$ cat src/rtl/ob_pkg.sv
// rtl/ob_pkg.sv - shared order-book types for the count controller and its engine
//
// Purpose: table side select and the accumulated-quantity result type used by
// the market-table count engine and every path that consumes its result.
// Ports: none (package).

package ob_pkg;

    localparam int ACCUM_W = 32;

    typedef logic [ACCUM_W-1:0] accum_quantity_t;

    typedef enum logic [0:0] {
        SIDE_BID = 1'b0,
        SIDE_ASK = 1'b1
    } side_t;

endpackage

$ cat src/rtl/ob_mk_cnt_ctrl_if.sv
// rtl/ob_mk_cnt_ctrl_if.sv - requester request/response channel bundle
//
// Purpose: groups the per-requester count request and response handshakes.
// Signals:
//   req_vld/req_side/req_rdy       request channel, one bit/entry per requester
//   rsp_vld/rsp_rdy                response channel, one-hot to the accepted requester
//   rsp_quantity/rsp_err           shared response payload
// Modports: master = requester side, slave = controller side.

interface ob_mk_cnt_ctrl_if
    import ob_pkg::*;
#(
    parameter int REQ_N = 4
);

    logic [REQ_N-1:0]  req_vld;
    side_t [REQ_N-1:0] req_side;
    logic [REQ_N-1:0]  req_rdy;
    logic [REQ_N-1:0]  rsp_vld;
    logic [REQ_N-1:0]  rsp_rdy;
    accum_quantity_t   rsp_quantity;
    logic              rsp_err;

    modport master (
        output req_vld,
        output req_side,
        output rsp_rdy,
        input  req_rdy,
        input  rsp_vld,
        input  rsp_quantity,
        input  rsp_err
    );

    modport slave (
        input  req_vld,
        input  req_side,
        input  rsp_rdy,
        output req_rdy,
        output rsp_vld,
        output rsp_quantity,
        output rsp_err
    );

endinterface

$ cat src/rtl/libv_arb_rr.sv
// rtl/libv_arb_rr.sv - round-robin arbiter with internal priority pointer
//
// Purpose: grants the first active request at or after the pointer; the
// pointer moves to one past the winner whenever the grant is taken.
// Ports:
//   clk, rst_n   clock, asynchronous active-low reset
//   req          request vector
//   en           grant was consumed this cycle; advance the pointer
//   gnt          one-hot grant (combinational)
//   gnt_idx      index of the granted request

module libv_arb_rr #(
    parameter  int REQ_N = 4,
    localparam int IDX_W = $clog2(REQ_N)
) (
    input  logic             clk,
    input  logic             rst_n,
    input  logic [REQ_N-1:0] req,
    input  logic             en,
    output logic [REQ_N-1:0] gnt,
    output logic [IDX_W-1:0] gnt_idx
);

    logic [IDX_W-1:0] ptr_r;
    logic [IDX_W-1:0] cand_idx;
    logic             found;

    // Scan REQ_N positions starting at the pointer; the first hit wins.
    always_comb begin
        gnt      = '0;
        gnt_idx  = '0;
        found    = 1'b0;
        cand_idx = '0;
        for (int i = 0; i < REQ_N; i++) begin
            cand_idx = IDX_W'((int'(ptr_r) + i) % REQ_N);
            if (!found && req[cand_idx]) begin
                found         = 1'b1;
                gnt[cand_idx] = 1'b1;
                gnt_idx       = cand_idx;
            end
        end
    end

    always_ff @(posedge clk or negedge rst_n) begin
        if (!rst_n) begin
            ptr_r <= '0;
        end else if (en) begin
            ptr_r <= (gnt_idx == IDX_W'(REQ_N - 1)) ? '0 : gnt_idx + 1'b1;
        end
    end

endmodule

$ cat src/rtl/ob_mk_cnt_ctrl.sv
// rtl/ob_mk_cnt_ctrl.sv - shares one market-table count engine among REQ_N requesters
//
// Purpose: round-robin arbitration of count requests, table lock handshake,
// one-cycle engine command, busy wait with watchdog, and a valid/ready
// response back to the winning requester.
// Ports:
//   clk, rst_n       clock, asynchronous active-low reset
//   rq               requester channel (slave side of ob_mk_cnt_ctrl_if)
//   cnt_cmd_vld      one-cycle start command to the engine
//   cnt_side_r       table select for the engine, held ISSUE through RESP
//   cnt_busy_w       engine busy (falls in the cycle the result is valid)
//   cnt_quantity_w   engine result
//   tbl_lock_r       freezes table update logic
//   tbl_upd_pend     table update still in flight
//   busy             controller not idle
//   err_timeout_r    sticky watchdog expiry flag

module ob_mk_cnt_ctrl
    import ob_pkg::*;
#(
    parameter int REQ_N       = 4,
    parameter int TIMEOUT_CYC = 256
) (
    input  logic                    clk,
    input  logic                    rst_n,
    ob_mk_cnt_ctrl_if.slave         rq,
    output logic                    cnt_cmd_vld,
    output side_t                   cnt_side_r,
    input  logic                    cnt_busy_w,
    input  accum_quantity_t         cnt_quantity_w,
    output logic                    tbl_lock_r,
    input  logic                    tbl_upd_pend,
    output logic                    busy,
    output logic                    err_timeout_r
);

    localparam int IDX_W = $clog2(REQ_N);
    localparam int WD_W  = $clog2(TIMEOUT_CYC);
    localparam logic [WD_W-1:0] WD_LAST = WD_W'(TIMEOUT_CYC - 1);

    // IDLE is the all-zero encoding so busy is simply "state non-zero".
    typedef enum logic [2:0] {
        ST_IDLE  = 3'd0,
        ST_LOCK  = 3'd1,
        ST_ISSUE = 3'd2,
        ST_WAIT  = 3'd3,
        ST_RESP  = 3'd4
    } state_t;

    state_t           state_r;
    state_t           state_nx;
    logic [IDX_W-1:0] idx_r;
    logic [WD_W-1:0]  wdog_r;
    accum_quantity_t  rsp_quantity_r;
    logic             rsp_err_r;

    logic [REQ_N-1:0] gnt;
    logic [IDX_W-1:0] gnt_idx;
    logic             idle;
    logic             accept;
    logic             cap_ok;
    logic             cap_to;

    assign idle   = (state_r == ST_IDLE);
    assign accept = idle && (|gnt);

    libv_arb_rr #(
        .REQ_N (REQ_N)
    ) u_arb (
        .clk     (clk),
        .rst_n   (rst_n),
        .req     (rq.req_vld),
        .en      (accept),
        .gnt     (gnt),
        .gnt_idx (gnt_idx)
    );

    always_comb begin
        state_nx = state_r;
        cap_ok   = 1'b0;
        cap_to   = 1'b0;
        case (state_r)
            ST_IDLE: begin
                if (accept) begin
                    state_nx = ST_LOCK;
                end
            end
            ST_LOCK: begin
                // The lock is already visible for this cycle; an update that
                // was mid-flight keeps us here until it lands.
                if (!tbl_upd_pend) begin
                    state_nx = ST_ISSUE;
                end
            end
            ST_ISSUE: begin
                state_nx = ST_WAIT;
            end
            ST_WAIT: begin
                if (!cnt_busy_w) begin
                    cap_ok   = 1'b1;
                    state_nx = ST_RESP;
                end else if (wdog_r == WD_LAST) begin
                    cap_to   = 1'b1;
                    state_nx = ST_RESP;
                end
            end
            ST_RESP: begin
                // After a timeout the engine may still be running; it must
                // drain before a new command can be issued.
                if (rq.rsp_rdy[idx_r] && !cnt_busy_w) begin
                    state_nx = ST_IDLE;
                end
            end
            default: begin
                state_nx = ST_IDLE;
            end
        endcase
    end

    always_ff @(posedge clk or negedge rst_n) begin
        if (!rst_n) begin
            state_r <= ST_IDLE;
        end else begin
            state_r <= state_nx;
        end
    end

    always_ff @(posedge clk or negedge rst_n) begin
        if (!rst_n) begin
            idx_r      <= '0;
            cnt_side_r <= SIDE_BID;
        end else if (accept) begin
            idx_r      <= gnt_idx;
            cnt_side_r <= rq.req_side[gnt_idx];
        end
    end

    // Watchdog saturates at its last value rather than wrapping.
    always_ff @(posedge clk or negedge rst_n) begin
        if (!rst_n) begin
            wdog_r <= '0;
        end else if (state_r == ST_ISSUE) begin
            wdog_r <= '0;
        end else if (state_r == ST_WAIT && wdog_r != WD_LAST) begin
            wdog_r <= wdog_r + 1'b1;
        end
    end

    always_ff @(posedge clk or negedge rst_n) begin
        if (!rst_n) begin
            rsp_quantity_r <= '0;
            rsp_err_r      <= 1'b0;
            err_timeout_r  <= 1'b0;
        end else if (cap_ok) begin
            rsp_quantity_r <= cnt_quantity_w;
            rsp_err_r      <= 1'b0;
        end else if (cap_to) begin
            rsp_quantity_r <= '0;
            rsp_err_r      <= 1'b1;
            err_timeout_r  <= 1'b1;
        end
    end

    assign rq.req_rdy      = idle ? gnt : '0;
    assign rq.rsp_vld      = (state_r == ST_RESP) ? (REQ_N'(1) << idx_r) : '0;
    assign rq.rsp_quantity = rsp_quantity_r;
    assign rq.rsp_err      = rsp_err_r;

    assign cnt_cmd_vld = (state_r == ST_ISSUE);
    assign busy        = (state_r != ST_IDLE);

    // Lock covers LOCK..WAIT; in RESP it is held only while a timed-out
    // engine is still busy, so table updates cannot race a late engine.
    assign tbl_lock_r = (state_r == ST_LOCK) || (state_r == ST_ISSUE) ||
                        (state_r == ST_WAIT) ||
                        ((state_r == ST_RESP) && rsp_err_r && cnt_busy_w);

endmodule
$ cat src/flat_wrapper.sv
// flat-port wrapper written by rule: the top's interface ports become plain ports
module ob_mk_cnt_ctrl_flat import ob_pkg::*;
#(
    parameter int REQ_N       = 4,
    parameter int TIMEOUT_CYC = 256
)
  (clk, rst_n, cnt_cmd_vld, cnt_side_r, cnt_busy_w, cnt_quantity_w, tbl_lock_r, tbl_upd_pend, busy, err_timeout_r, rq_req_vld, rq_req_side, rq_rsp_rdy, rq_req_rdy, rq_rsp_vld, rq_rsp_quantity, rq_rsp_err);
  ob_mk_cnt_ctrl_if #(.REQ_N(REQ_N)) rq_i ();
  input  logic clk;
  input  logic rst_n;
  output logic cnt_cmd_vld;
  output side_t cnt_side_r;
  input  logic cnt_busy_w;
  input  accum_quantity_t cnt_quantity_w;
  output logic tbl_lock_r;
  input  logic tbl_upd_pend;
  output logic busy;
  output logic err_timeout_r;
  input wire logic [$bits(rq_i.req_vld)-1:0] rq_req_vld;
  input wire logic [$bits(rq_i.req_side)-1:0] rq_req_side;
  input wire logic [$bits(rq_i.rsp_rdy)-1:0] rq_rsp_rdy;
  output wire logic [$bits(rq_i.req_rdy)-1:0] rq_req_rdy;
  output wire logic [$bits(rq_i.rsp_vld)-1:0] rq_rsp_vld;
  output wire logic [$bits(rq_i.rsp_quantity)-1:0] rq_rsp_quantity;
  output wire logic [$bits(rq_i.rsp_err)-1:0] rq_rsp_err;
  assign rq_i.req_vld = rq_req_vld;
  assign rq_i.req_side = rq_req_side;
  assign rq_i.rsp_rdy = rq_rsp_rdy;
  assign rq_req_rdy = rq_i.req_rdy;
  assign rq_rsp_vld = rq_i.rsp_vld;
  assign rq_rsp_quantity = rq_i.rsp_quantity;
  assign rq_rsp_err = rq_i.rsp_err;
  ob_mk_cnt_ctrl #(.REQ_N(REQ_N), .TIMEOUT_CYC(TIMEOUT_CYC)) u_core (.clk(clk), .rst_n(rst_n), .rq(rq_i), .cnt_cmd_vld(cnt_cmd_vld), .cnt_side_r(cnt_side_r), .cnt_busy_w(cnt_busy_w), .cnt_quantity_w(cnt_quantity_w), .tbl_lock_r(tbl_lock_r), .tbl_upd_pend(tbl_upd_pend), .busy(busy), .err_timeout_r(err_timeout_r));
endmodule
$ cat config.mk
export PLATFORM = sky130hd
export DESIGN_NAME = ob_mk_cnt_ctrl_flat
export DESIGN_NICKNAME = d
export VERILOG_FILES = /design/src/rtl/ob_pkg.sv /design/src/rtl/ob_mk_cnt_ctrl_if.sv /design/src/rtl/libv_arb_rr.sv /design/src/rtl/ob_mk_cnt_ctrl.sv /design/src/flat_wrapper.sv
export SDC_FILE = /design/constraint.sdc
export NUM_CORES = 1
export LEC_CHECK = 0
export BUFFER_PORTS_ARGS = -buffer_cell sky130_fd_sc_hd__clkbuf_2
export CORE_MARGIN = 10
export CORE_UTILIZATION = 54
export DETAILED_ROUTE_END_ITERATION = 8
export PLACE_DENSITY = 0.86
export SLEW_MARGIN = 20
export SYNTH_ARGS = -nofsm -noshare
export SYNTH_HDL_FRONTEND = slang
export SYNTH_SLANG_ARGS = --single-unit
$ cat constraint.sdc
create_clock -name clk -period 6.3 [get_ports clk]
set_clock_uncertainty 0.15 [all_clocks]
set_input_delay 0.63 -clock clk [delete_from_list [all_inputs] [get_ports clk]]
set_output_delay 0.63 -clock clk [all_outputs]
set_load 0.01 [all_outputs]
==> run_results.csv <==
group,metric,value,unit
worst_setup_path,crit_path_max_incr_delay,0.98,ns
timing,hold_viol,0,
worst_setup_path,start_kind,"flip-flop",
timing,final_max_slew_viol_count,0,
clock_network,clockBufferDepth,2,
detailed_routing,wirelength,6.93,mm
grt,antenna_found_initial,0,
die,die_area,0.00810,mm2
timing,fmax,0.240,GHz
die,ios,94,
synthesis,synth-edff-count,0,
final_layout,final_nets,386,
synthesis,synth_area,0.00265,mm2
placed_design,port_buffers,93,
synthesis,yosysTopAreaCell,"dfrtp_1",
worst_setup_path,path_cells,"inv_1, ha_1, o41ai_1, o2bb2ai_1, and2_1, clkbuf_2",
die,core_area,0.00472,mm2
grt,grt_max_degree,51,
power_and_ir_drop,peakVddDrop,0.274,mV
detailed_routing,drt_pass1_iterations,4,
timing,setup_viol,0,
placed_design,dp_cells,391,
detailed_routing,drt_iter0_drc,124,
worst_setup_path,endpoint_kind,"primary output",
final_layout,fill_cells,381,
final_layout,fin_util,69.0,%
die,die_y,90.0,um
clock_network,cts.sinks,50,
flow_run,max_cap_violations,0,
timing,setup-tns-final,0,ns
grt,grt_pass1_wl,11.4,mm
die,die_x,90.0,um
placed_design,place_ws,2.44,ns
synthesis,synth_common_cells,"dfrtp_1, a22o_1, nor2_1",
final_layout,final_cells,399,
synthesis,ys.flop_type,"dfrtp_1",
clock_network,cts_tree,"done",
grt,grt_use_total,17.0,%
clock_network,htreeDepth,2,
clock_network,cts-root-buf,"clkbuf_8",
synthesis,ys_types,47,
synthesis,synth_fp_nets,294,
worst_setup_path,required,5.52,ns
timing,grt_setup_unrepaired,"no",
die,start_util,56.0,%
detailed_routing,drc,0,
synthesis,synth_area_leaders,"dfrtp_1, a22o_1, ha_1, nor2_1, and3_1",
final_layout,insertedDiodeCount,0,
worst_setup_path,critPathKind,"reg -> out",
clock_network,clk_latency,0.30,ns
detailed_routing,routedWlPerCell,17.4,um
worst_setup_path,cp_max_fo,21,
synthesis,async_reset_ff_share,100,%
clock_network,cts_hold_buffers,0,
synthesis,synthCells,239,
detailed_routing,vias,2262,
worst_setup_path,crit_path_top_delay_cell,"o41ai_1",
timing,max_slew_margin,25.4,%
synthesis,ys_ff_latch,50,
outcome,status,"completed",
clock_network,post-cts-setup-buffers,0,
hold_path,min_path_type,"in -> async",
die,row_count,25,
placed_design,gp_congestion,0.897,
detailed_routing,vias_per_cell,5.67,
final_layout,drive_gt1_share,35.5,%
timing,worst_slack,2.13,ns
power_and_ir_drop,pwr_density_cell,490,mW/mm2
synthesis,yosysMostFrequentCell,"dfrtp_1",
clock_network,cts-buffers-inserted,5,
worst_setup_path,critPathArrivalTime,3.39,ns
synthesis,yosysSeqAreaShare,47.3,%
clock_network,cts_resized,0,
synthesis,syn-mean-instance-area,11.1,um2
grt,grt_pass1_vias,2267,
detailed_routing,ant_nets,0,
synthesis,ys_warn_count,0,
final_layout,syn_to_final_growth,23.2,%
timing,finalCriticalPeriod,4.17,ns
timing,min_period_over_period,66.3,%
synthesis,synth_top_area_share,47.3,%
timing,tightestPinTransition,1.10,ns
clock_network,cts.clk_slew.worst_paths,0.09,ns
timing,hold_slack,0.274,ns
grt,grt-ovfl-total,0,
placed_design,dp_hpwl,5.31,mm
power_and_ir_drop,leakage,0.00171,uW
[sequential cells by signal, summed over array words and instances, names as in the netlist, named ones only]
register / cells
u_core.cnt_side_r: 1
u_core.err_timeout_r: 1
u_core.idx_r: 2
u_core.rq.rsp_err: 1
u_core.rq.rsp_quantity: 32
u_core.state_r: 3
u_core.u_arb.ptr_r: 1
u_core.wdog_r: 8
[path summary, 6_finish.rpt]
check                      cells after the start                  from  slack, ns                         end
max reg2reg                                    9             flip-flop       2.41                   flip-flop
min reg2reg                                    1  u_core.err_timeout_r       0.31        u_core.err_timeout_r
max                                            6             flip-flop       2.13               rq_req_rdy[2]
max in group asynchronous                      2                 rst_n       5.33  u_core.rq.rsp_quantity[29]
min                                            2                 rst_n       0.27   u_core.rq.rsp_quantity[6]
min in group clk                               1  u_core.err_timeout_r       0.31        u_core.err_timeout_r
[cells in the final DEF, fill, tap and decap left out, types with 2 or more instances in the layout]
| cell | netlist | final |
|---|---|---|
| and2_1 | 4 | 4 |
| clkbuf_8 | 0 | 6 |
| o22ai_1 | 4 | 4 |
| nor2_1 | 21 | 20 |
| xnor2_1 | 2 | 2 |
| inv_1 | 8 | 8 |
| o21ai_0 | 9 | 9 |
| dfrtp_1 | 50 | 50 |
| mux2_2 | 3 | 3 |
| nand2b_1 | 7 | 7 |
| xor2_1 | 6 | 6 |
| nand3_1 | 2 | 2 |
| a211oi_1 | 2 | 2 |
| mux2i_4 | 2 | 2 |
| and3_1 | 11 | 11 |
| a22o_1 | 32 | 32 |
| ha_1 | 7 | 7 |
| nand2_1 | 10 | 10 |
| nor3_1 | 5 | 5 |
| mux2i_1 | 6 | 6 |
| and3b_1 | 2 | 2 |
| clkbuf_2 | 0 | 93 |
| mux2_4 | 4 | 4 |
| a2111oi_0 | 3 | 3 |
| o2bb2ai_1 | 4 | 4 |
| a21oi_1 | 2 | 2 |
| nand4_1 | 4 | 4 |
| a21o_1 | 2 | 2 |
| buf_4 | 1 | 2 |
[stage by stage]
stage / instance area [um2] / power [uW]
2_1_floorplan: 2650 / 1140
3_3_place_gp: 3160 / 1380
3_5_place_dp: 3160 / 1410
4_1_cts: 3260 / 1610
5_1_grt: 3260 / 1720
6_report: 3260 / 1600
[layout make-up]
| type | count | area (um2) | area share (%) |
|---|---|---|---|
| Clock inverter | 2 | 12.5 | 0.384 |
| Clock buffer | 6 | 82.6 | 2.53 |
| Tap cell | 67 | 83.8 | 2.57 |
| Timing Repair Buffer | 95 | 480 | 14.7 |
| Inverter | 8 | 30.0 | 0.921 |
| Multi-Input combinational cell | 171 | 1320 | 40.5 |
| Sequential cell | 50 | 1250 | 38.4 |
[power by group]
group / switching (uW) / internal (uW)
Sequential: 121 / 448
Clock: 105 / 88.4
Combinational: 444 / 392
Total: 670 / 928
[cell families (layout without fill, tap and decap cells)]
kind of cell | Yosys count | in the layout | synth area share [%]
and+or+nand+nor | 72 | 72 | 14.9
buffers and inverters | 18 | 111 | 2.98
adders and majority gates | 7 | 7 | 3.31
AOI/OAI and AO/OA | 67 | 67 | 20.0
xor gates and xnor gates | 8 | 8 | 2.65
muxes | 17 | 17 | 8.89
DFF | 50 | 50 | 47.3
[worst max-delay path, delay by kind of cell (launching register included)]
kind / cells / cell delay (ns)
flops: 1 / 0.84
fa+ha+maj: 1 / 0.45
simple gates: 1 / 0.17
buf+inv: 2 / 0.38
compound gates: 2 / 1.25
[per-layer routing]
layer | wire [um] | vias to the layer above | global-route usage, %
met4 | 149 | 0 | 6.90
met1 | 2680 | 1110 | 18.6
met3 | 347 | 11 | 4.24
met2 | 3740 | 66 | 30.4
li1 | - | 1075 | -
met5 | 0 | - | 0
Power figures use the tool's default switching activity.
